[config.mk]
export PLATFORM = sky130hd
export DESIGN_NAME = dual_issue_queue
export DESIGN_NICKNAME = d
export VERILOG_FILES = /design/src/rtl/mips_isa_pkg.sv /design/src/rtl/issue_pair_check.sv /design/src/rtl/dual_issue_queue.sv
export SDC_FILE = /design/constraint.sdc
export NUM_CORES = 1
export LEC_CHECK = 0
export BUFFER_PORTS_ARGS = -buffer_cell sky130_fd_sc_hd__buf_4
export CAP_MARGIN = 20
export CORE_ASPECT_RATIO = 2
export CORE_UTILIZATION = 35
export CTS_CLUSTER_DIAMETER = 150
export DETAILED_ROUTE_END_ITERATION = 10
export GPL_ROUTABILITY_DRIVEN = 0
export HOLD_SLACK_MARGIN = 0.02
export REMOVE_ABC_BUFFERS = 1
export SLEW_MARGIN = 20
export SYNTH_ARGS = -nofsm -noshare
export SYNTH_HDL_FRONTEND = slang
export SYNTH_SLANG_ARGS = --single-unit
[constraint.sdc]
create_clock -name clk -period 6.1 [get_ports clk]
set_input_delay 0.61 -clock clk [delete_from_list [all_inputs] [get_ports clk]]
set_output_delay 0.61 -clock clk [all_outputs]
set_load 0.03 [all_outputs]
[src/rtl/mips_isa_pkg.sv]
// MIPS32 opcode/funct constants and field helpers shared by the issue logic.
// Classification functions describe only what the dual-issue pairing rules need.
package mips_isa_pkg;

    localparam logic [5:0] OP_RTYPE  = 6'b000000;
    localparam logic [5:0] OP_REGIMM = 6'b000001;
    localparam logic [5:0] OP_J      = 6'b000010;
    localparam logic [5:0] OP_JAL    = 6'b000011;
    localparam logic [5:0] OP_BEQ    = 6'b000100;
    localparam logic [5:0] OP_BNE    = 6'b000101;
    localparam logic [5:0] OP_BLEZ   = 6'b000110;
    localparam logic [5:0] OP_BGTZ   = 6'b000111;
    localparam logic [5:0] OP_LW     = 6'b100011;
    localparam logic [5:0] OP_SW     = 6'b101011;
    localparam logic [5:0] FN_JR     = 6'b001000;
    localparam logic [5:0] FN_JALR   = 6'b001001;
    localparam logic [5:0] FN_ADDU   = 6'b100001;

    function automatic logic [5:0] f_op(input logic [31:0] inst);
        return inst[31:26];
    endfunction

    function automatic logic [4:0] f_rs(input logic [31:0] inst);
        return inst[25:21];
    endfunction

    function automatic logic [4:0] f_rt(input logic [31:0] inst);
        return inst[20:16];
    endfunction

    function automatic logic [4:0] f_rd(input logic [31:0] inst);
        return inst[15:11];
    endfunction

    function automatic logic [5:0] f_funct(input logic [31:0] inst);
        return inst[5:0];
    endfunction

    function automatic logic is_branch_jump(input logic [31:0] inst);
        logic [5:0] op;
        op = f_op(inst);
        return (op == OP_BEQ) || (op == OP_BNE) || (op == OP_BLEZ) || (op == OP_BGTZ) ||
               (op == OP_REGIMM) || (op == OP_J) || (op == OP_JAL) ||
               ((op == OP_RTYPE) && ((f_funct(inst) == FN_JR) || (f_funct(inst) == FN_JALR)));
    endfunction

    function automatic logic is_load(input logic [31:0] inst);
        return inst[31:29] == 3'b100;
    endfunction

    function automatic logic is_store(input logic [31:0] inst);
        return inst[31:29] == 3'b101;
    endfunction

    // Zero means "writes no register"; $0 writes are architecturally discarded anyway.
    function automatic logic [4:0] dest_reg(input logic [31:0] inst);
        logic [5:0] op;
        op = f_op(inst);
        if (op == OP_RTYPE)
            return f_rd(inst);
        else if ((inst[31:29] == 3'b001) || is_load(inst))
            return f_rt(inst);
        else if (op == OP_JAL)
            return 5'd31;
        else
            return 5'd0;
    endfunction

    function automatic logic reads_rt(input logic [31:0] inst);
        logic [5:0] op;
        op = f_op(inst);
        return (op == OP_RTYPE) || (op == OP_BEQ) || (op == OP_BNE) || is_store(inst);
    endfunction

endpackage

[src/rtl/issue_pair_check.sv]
// Decides whether the instruction after the head may issue on the slave lane
// in the same cycle as the head (master lane).
module issue_pair_check
    import mips_isa_pkg::*;
(
    input  logic [31:0] inst_a,
    input  logic [31:0] inst_b,
    output logic        pair_ok
);

    logic [4:0] dest_a;
    logic       ctrl_block;
    logic       raw_hazard;
    logic       waw_hazard;

    assign dest_a     = dest_reg(inst_a);
    assign ctrl_block = is_branch_jump(inst_a) || is_branch_jump(inst_b) ||
                        is_load(inst_b) || is_store(inst_b);
    assign raw_hazard = (dest_a != 5'd0) &&
                        ((dest_a == f_rs(inst_b)) || (reads_rt(inst_b) && (dest_a == f_rt(inst_b))));
    assign waw_hazard = (dest_a != 5'd0) && (dest_a == dest_reg(inst_b));
    assign pair_ok    = !(ctrl_block || raw_hazard || waw_hazard);

endmodule

[src/rtl/dual_issue_queue.sv]
// Fetch-to-decode instruction queue: accepts up to two instructions per cycle,
// presents the head pair show-ahead and issues one or two per cycle.
module dual_issue_queue
    import mips_isa_pkg::*;
#(
    parameter int DEPTH  = 8,
    parameter int PC_W   = 32,
    parameter int INST_W = 32,
    parameter int CNT_W  = 32
) (
    input  logic              clk,
    input  logic              rst,
    input  logic              flush,
    input  logic [1:0]        in_vld,
    input  logic [PC_W-1:0]   in_pc0,
    input  logic [INST_W-1:0] in_inst0,
    input  logic [PC_W-1:0]   in_pc1,
    input  logic [INST_W-1:0] in_inst1,
    output logic              in_rdy,
    input  logic              stall,
    output logic              iss_vld_m,
    output logic [PC_W-1:0]   iss_pc_m,
    output logic [INST_W-1:0] iss_inst_m,
    output logic              iss_vld_s,
    output logic [PC_W-1:0]   iss_pc_s,
    output logic [INST_W-1:0] iss_inst_s,
    output logic [CNT_W-1:0]  cnt_single,
    output logic [CNT_W-1:0]  cnt_dual
);

    localparam int AW = $clog2(DEPTH);
    localparam int CW = AW + 1;

    logic [PC_W-1:0]   pc_mem   [DEPTH];
    logic [INST_W-1:0] inst_mem [DEPTH];

    logic [AW-1:0]    rd_ptr_q, rd_ptr_d, wr_ptr_q, wr_ptr_d;
    logic [AW-1:0]    rd_ptr_p1, wr_ptr_p1;
    logic [CW-1:0]    count_q, count_d;
    logic [CNT_W-1:0] cnt_single_q, cnt_single_d, cnt_dual_q, cnt_dual_d;
    logic             push_en, pop_en, pair_ok;
    logic [1:0]       push_n, pop_n;

    assign rd_ptr_p1 = rd_ptr_q + 1'b1;
    assign wr_ptr_p1 = wr_ptr_q + 1'b1;

    assign in_rdy  = count_q <= CW'(DEPTH - 2);
    assign push_en = in_rdy && !flush;
    assign pop_en  = !stall && !flush;
    assign push_n  = push_en ? ({1'b0, in_vld[0]} + {1'b0, in_vld[1]}) : 2'd0;
    assign pop_n   = pop_en ? ({1'b0, iss_vld_m} + {1'b0, iss_vld_s}) : 2'd0;

    issue_pair_check u_pair_check (
        .inst_a  (iss_inst_m),
        .inst_b  (iss_inst_s),
        .pair_ok (pair_ok)
    );

    assign iss_vld_m  = count_q != '0;
    assign iss_vld_s  = (count_q >= CW'(2)) && pair_ok;
    assign iss_pc_m   = pc_mem[rd_ptr_q];
    assign iss_inst_m = inst_mem[rd_ptr_q];
    assign iss_pc_s   = pc_mem[rd_ptr_p1];
    assign iss_inst_s = inst_mem[rd_ptr_p1];
    assign cnt_single = cnt_single_q;
    assign cnt_dual   = cnt_dual_q;

    // Storage holds no reset: validity is tracked purely by count_q.
    always_ff @(posedge clk) begin
        if (push_en) begin
            if (in_vld[0]) begin
                pc_mem[wr_ptr_q]   <= in_pc0;
                inst_mem[wr_ptr_q] <= in_inst0;
                if (in_vld[1]) begin
                    pc_mem[wr_ptr_p1]   <= in_pc1;
                    inst_mem[wr_ptr_p1] <= in_inst1;
                end
            end else if (in_vld[1]) begin
                pc_mem[wr_ptr_q]   <= in_pc1;
                inst_mem[wr_ptr_q] <= in_inst1;
            end
        end
    end

    always_comb begin
        rd_ptr_d     = rd_ptr_q + AW'(pop_n);
        wr_ptr_d     = wr_ptr_q + AW'(push_n);
        count_d      = count_q + CW'(push_n) - CW'(pop_n);
        cnt_single_d = cnt_single_q + ((pop_n == 2'd1) ? CNT_W'(1) : CNT_W'(0));
        cnt_dual_d   = cnt_dual_q + ((pop_n == 2'd2) ? CNT_W'(1) : CNT_W'(0));
        if (flush) begin
            rd_ptr_d = '0;
            wr_ptr_d = '0;
            count_d  = '0;
        end
    end

    always_ff @(posedge clk or negedge rst) begin
        if (!rst) begin
            rd_ptr_q     <= '0;
            wr_ptr_q     <= '0;
            count_q      <= '0;
            cnt_single_q <= '0;
            cnt_dual_q   <= '0;
        end else begin
            rd_ptr_q     <= rd_ptr_d;
            wr_ptr_q     <= wr_ptr_d;
            count_q      <= count_d;
            cnt_single_q <= cnt_single_d;
            cnt_dual_q   <= cnt_dual_d;
        end
    end

endmodule

==> results by group <==
Status
  – Result of the run: complete, no violations

Clock network
  – Clock Sinks: 586
  – Setup bufs post-CTS: 0
  – TritonCTS clock tree: done
  – Max clock buf depth: 3
  – Worst-path clk slew: ~0.07 ns
  – Master cell of the clock root buffer: sky130_fd_sc_hd__clkbuf_16
  – Clock H-tree levels: 2
  – Clock Latency Late Sink: 0.67 ns
  – CTS Buf Count: 57

Flow run
  – Max Cap Violations: 0

GRT
  – Gr ovfl total: 0
  – Number of antenna violations at the first check in global routing: 12
  – Vias in the first global route: around 23,000
  – Total routing resource utilization after global routing: between 20% and 30%
  – Pin count of the biggest net entering global routing: 77
  – Global-route wire length before repair: between 150 and 200 mm

Power
  – Leakage power summed over all cells: 13.5 nW
  – Total power divided by cell area: 370 mW/mm2
  – Peak supply drop: a little under 0.3 mV

STA
  – Unrepaired setup endpoints after global routing: true
  – Final Max Slew Viols: 0
  – Final hold violation count: 0
  – Worst slew margin relative to its limit: 29.9%
  – Post-layout minimum cycle time: around 5.8 ns
  – Post-route setup slack: roughly 0.3 ns
  – Summed negative setup slack over all endpoints: 0 ns
  – Final setup viols: 0
  – Worst Tran Pin Value: 1.05 ns
  – Worst hold margin: 0.106 ns
  – Top achievable clock speed: ~0.17 GHz
  – Setup clock skew after layout: about 0.033 ns
  – Period Utilization, post-route: 95.1%

Placed design
  – Number of placed cells counting well taps: 4,002
  – Worst slack, placed: 0.164 ns
  – DP Wirelength: 64.7 mm
  – Number of buffers inserted by port buffering: 328

Floorplan
  – Area of the die: 0.0953 mm2
  – Height of the die: 436 um
  – Width of the die: 219 um
  – Boundary pin count: 329
  – Area of the core: 0.0929 mm2
  – Effective utilization at floorplan: between 30 and 40%
  – Site row count: 158

Synthesis
  – Total standard cell area after synthesis: approximately 0.033 mm2
  – Share of Yosys cell area claimed by the top area cell type: a little under half
  – Largest family of logic cells by synthesized area: multiplexers
  – Ys flop type: sky130_fd_sc_hd__edfxtp_1
  – Most frequent cell after synthesis: sky130_fd_sc_hd__nor2_1
  – Top post-synthesis cells by area: sky130_fd_sc_hd__edfxtp_1, sky130_fd_sc_hd__mux4_2, sky130_fd_sc_hd__a21oi_1
  – Gate count of the mapped netlist: around 2,700
  – Area fraction in compound gates after synthesis: ~8.7%
  – Count of cell types in the netlist: 57
  – Mux contribution to synthesized area: 23.4%
  – Synthesized-area fraction occupied by adder cells: 0.890%
  – Mean instance size in the synthesized netlist: 12.3 um2
  – Simple-Gate Fraction of Synth Area: 8.86%
  – Count of state elements after synthesis: 586
  – Number of synthesis warnings: 0
  – Synth top cells by count: sky130_fd_sc_hd__nor2_1, sky130_fd_sc_hd__a21oi_1, sky130_fd_sc_hd__edfxtp_1, sky130_fd_sc_hd__mux4_2, sky130_fd_sc_hd__clkbuf_1
  – Most area-hungry cell type in the Yosys netlist: sky130_fd_sc_hd__edfxtp_1
  – Number of enable flip-flop cells after synthesis: 512
  – Xor and xnor fraction of the mapped netlist area: 2.23%
  – Async set or reset register ratio after synthesis: 12.6%
  – Sequential fraction of the synthesis area: 52.3%

Setup path
  – Longest individual stage delay on the worst path: 0.64 ns
  – CP Data Arrival Time: 6.35 ns
  – Critical register-to-register path startpoint: rd_ptr_q[0]$_DFF_PN0_
  – Required arrival time at the worst endpoint: roughly 6.7 ns
  – Kind of end point of the critical path: flop
  – Critical path fanouts, max: 21
  – Worst path cell trace: ha_4 > buf_12 > mux4_2 > mux2_2 > nor2_1 > nor4bb_1 > o21ai_0 > a21oi_1 > a211o_1 > a211oi_2 > ha_1 > nor2_1 > ha_1 > ha_1 > nand3_1 > nor2_1 > and3_1 > nor2b_1 > nor2b_1 > nand3_1 > xnor2_1
  – Slowest cell on the critical path: sky130_fd_sc_hd__nor4bb_1
  – CP startpoint kind: flop
  – Crit Path Class: flop to flop
  – R2r worst-path depth: 21
  – Slack of the worst reg-to-reg path: 0.30 ns
  – Endpoint of the worst register-to-register path: cnt_dual[26]$_DFF_PN0_

Cells and area
  – Area growth from synthesis to layout: 17.3%
  – Fraction of layout instances using a drive strength above 1: 30.0%
  – Number of nets in the final layout: 3,017
  – Cell Count, Final, Fillers Out: 4,112
  – Post-route core utilization: 41.5%

Drt
  – Via-per-instance ratio: 5.62
  – Total vias in the final route: 23,100
  – Remaining DRCs: 0
  – WL per Instance: ~25 um
  – First DRT Iteration DRCs: between 1,500 and 2,000
  – Total Wirelength: 104 mm
  – Drt pass-1 iters: 5
  – Post-route antenna net violation count: 0

Hold path
  – Tightest Hold Check Type: input pin to async pin
[power by group]
part | total, mW | switching, mW | internal [mW]
registers | 4.79 | 0.126 | 4.66
logic | 5.76 | 3.30 | 2.46
clock network | 3.74 | 1.68 | 2.05
[worst max path at each step]
stage,depth (start not counted),startpoint,to
after floorplan,21,rd_ptr_q[0]$_DFF_PN0_,cnt_dual[30]$_DFF_PN0_
after global placement,23,rd_ptr_q[0]$_DFF_PN0_,cnt_single[29]$_DFF_PN0_
after detailed placement,23,rd_ptr_q[0]$_DFF_PN0_,cnt_single[29]$_DFF_PN0_
after CTS,23,rd_ptr_q[0]$_DFF_PN0_,cnt_single[29]$_DFF_PN0_
after global routing,23,rd_ptr_q[0]$_DFF_PN0_,cnt_single[29]$_DFF_PN0_
final,21,rd_ptr_q[0]$_DFF_PN0_,cnt_dual[26]$_DFF_PN0_
[cell type report]
class | count | area [um2]
Antenna cell | 1 | 2.50
Tap cell | 1200 | 1500
Timing Repair Buffer | 386 | 3080
Clock inverter | 33 | 362
Clock buffer | 75 | 1580
Multi-Input combinational cell | 1806 | 14800
Fill cell | 8770 | 54300
Inverter | 25 | 93.8
Sequential cell | 586 | 17200
[per-stage QoR]
step                      total power [mW]  instance area (um2)
after floorplan                       10.9                31800
after global placement                10.7                36600
after detailed placement              10.7                36600
after CTS                             14.4                38500
after global routing                  14.8                38600
final                                 14.3                38600
[routing by layer]
layer / GRT usage [%] / up-vias / routed length [um] / share of wire, %
met5: 0 / - / 140 / 0.13
met4: 8.02 / 22 / 3600 / 3.5
met3: 4.01 / 217 / 7210 / 6.9
met2: 38.7 / 904 / 53700 / 52
met1: 24.9 / 11600 / 39200 / 38
li1: - / 10400 / - / -
[cells in the final DEF, fill, tap and decap left out, types with 5 or more instances in the layout]
master / netlist / final
sky130_fd_sc_hd__clkbuf_8: 0 / 5
sky130_fd_sc_hd__clkinv_2: 0 / 7
sky130_fd_sc_hd__nand3_1: 31 / 27
sky130_fd_sc_hd__dfrtp_1: 74 / 71
sky130_fd_sc_hd__buf_4: 5 / 370
sky130_fd_sc_hd__mux4_2: 245 / 245
sky130_fd_sc_hd__clkbuf_1: 188 / 9
sky130_fd_sc_hd__nor2b_1: 16 / 16
sky130_fd_sc_hd__bufinv_16: 0 / 5
sky130_fd_sc_hd__buf_12: 1 / 12
sky130_fd_sc_hd__mux4_1: 5 / 5
sky130_fd_sc_hd__nor2_1: 544 / 543
sky130_fd_sc_hd__nand2b_1: 5 / 5
sky130_fd_sc_hd__clkbuf_16: 0 / 58
sky130_fd_sc_hd__nand4_1: 20 / 20
sky130_fd_sc_hd__ha_1: 17 / 16
sky130_fd_sc_hd__xnor2_1: 60 / 60
sky130_fd_sc_hd__o21ai_4: 0 / 6
sky130_fd_sc_hd__mux2_2: 112 / 112
sky130_fd_sc_hd__a21oi_1: 518 / 516
sky130_fd_sc_hd__nor3_1: 9 / 8
sky130_fd_sc_hd__edfxtp_1: 512 / 512
sky130_fd_sc_hd__inv_1: 23 / 23
sky130_fd_sc_hd__clkinv_1: 1 / 9
sky130_fd_sc_hd__xor2_1: 22 / 22
sky130_fd_sc_hd__nand2_1: 55 / 51
sky130_fd_sc_hd__and3_1: 10 / 10
sky130_fd_sc_hd__mux2i_1: 78 / 77
[flip-flops by register name, indices dropped and copies added, names as in the netlist]
| signal | flops |
|---|---|
| inst_mem | 256 |
| cnt_dual | 32 |
| wr_ptr_q | 3 |
| count_q | 4 |
| rd_ptr_q | 3 |
| cnt_single | 32 |
| pc_mem | 256 |
[critical path, delay by kind of cell (launching register included)]
kind	cells	cell delay (ns)
AO/OA/AOI/OAI	4	0.60
XOR/XNOR	1	0.14
adder cells (fa/ha/maj)	4	1.08
buffers and inverters	1	0.21
flip-flops	1	0.60
multiplexers	2	0.82
AND/OR/NAND/NOR	9	2.18
[logic make-up after synthesis]
logic type	Yosys count
simple gates	710
xor+xnor	83
mux	441
flops	586
buf+inv	283
fa+ha+maj	21
compound gates	551
[what timing repair did]
action / 4_1_cts / 5_1_grt
hold endpoints to repair: 0 / 0
endpoints found under the setup margin: 0 / 13
gates resized for setup: 0 / 10
hold buffers: 0 / 0
No activity file was read; power rests on OpenSTA's default activity.
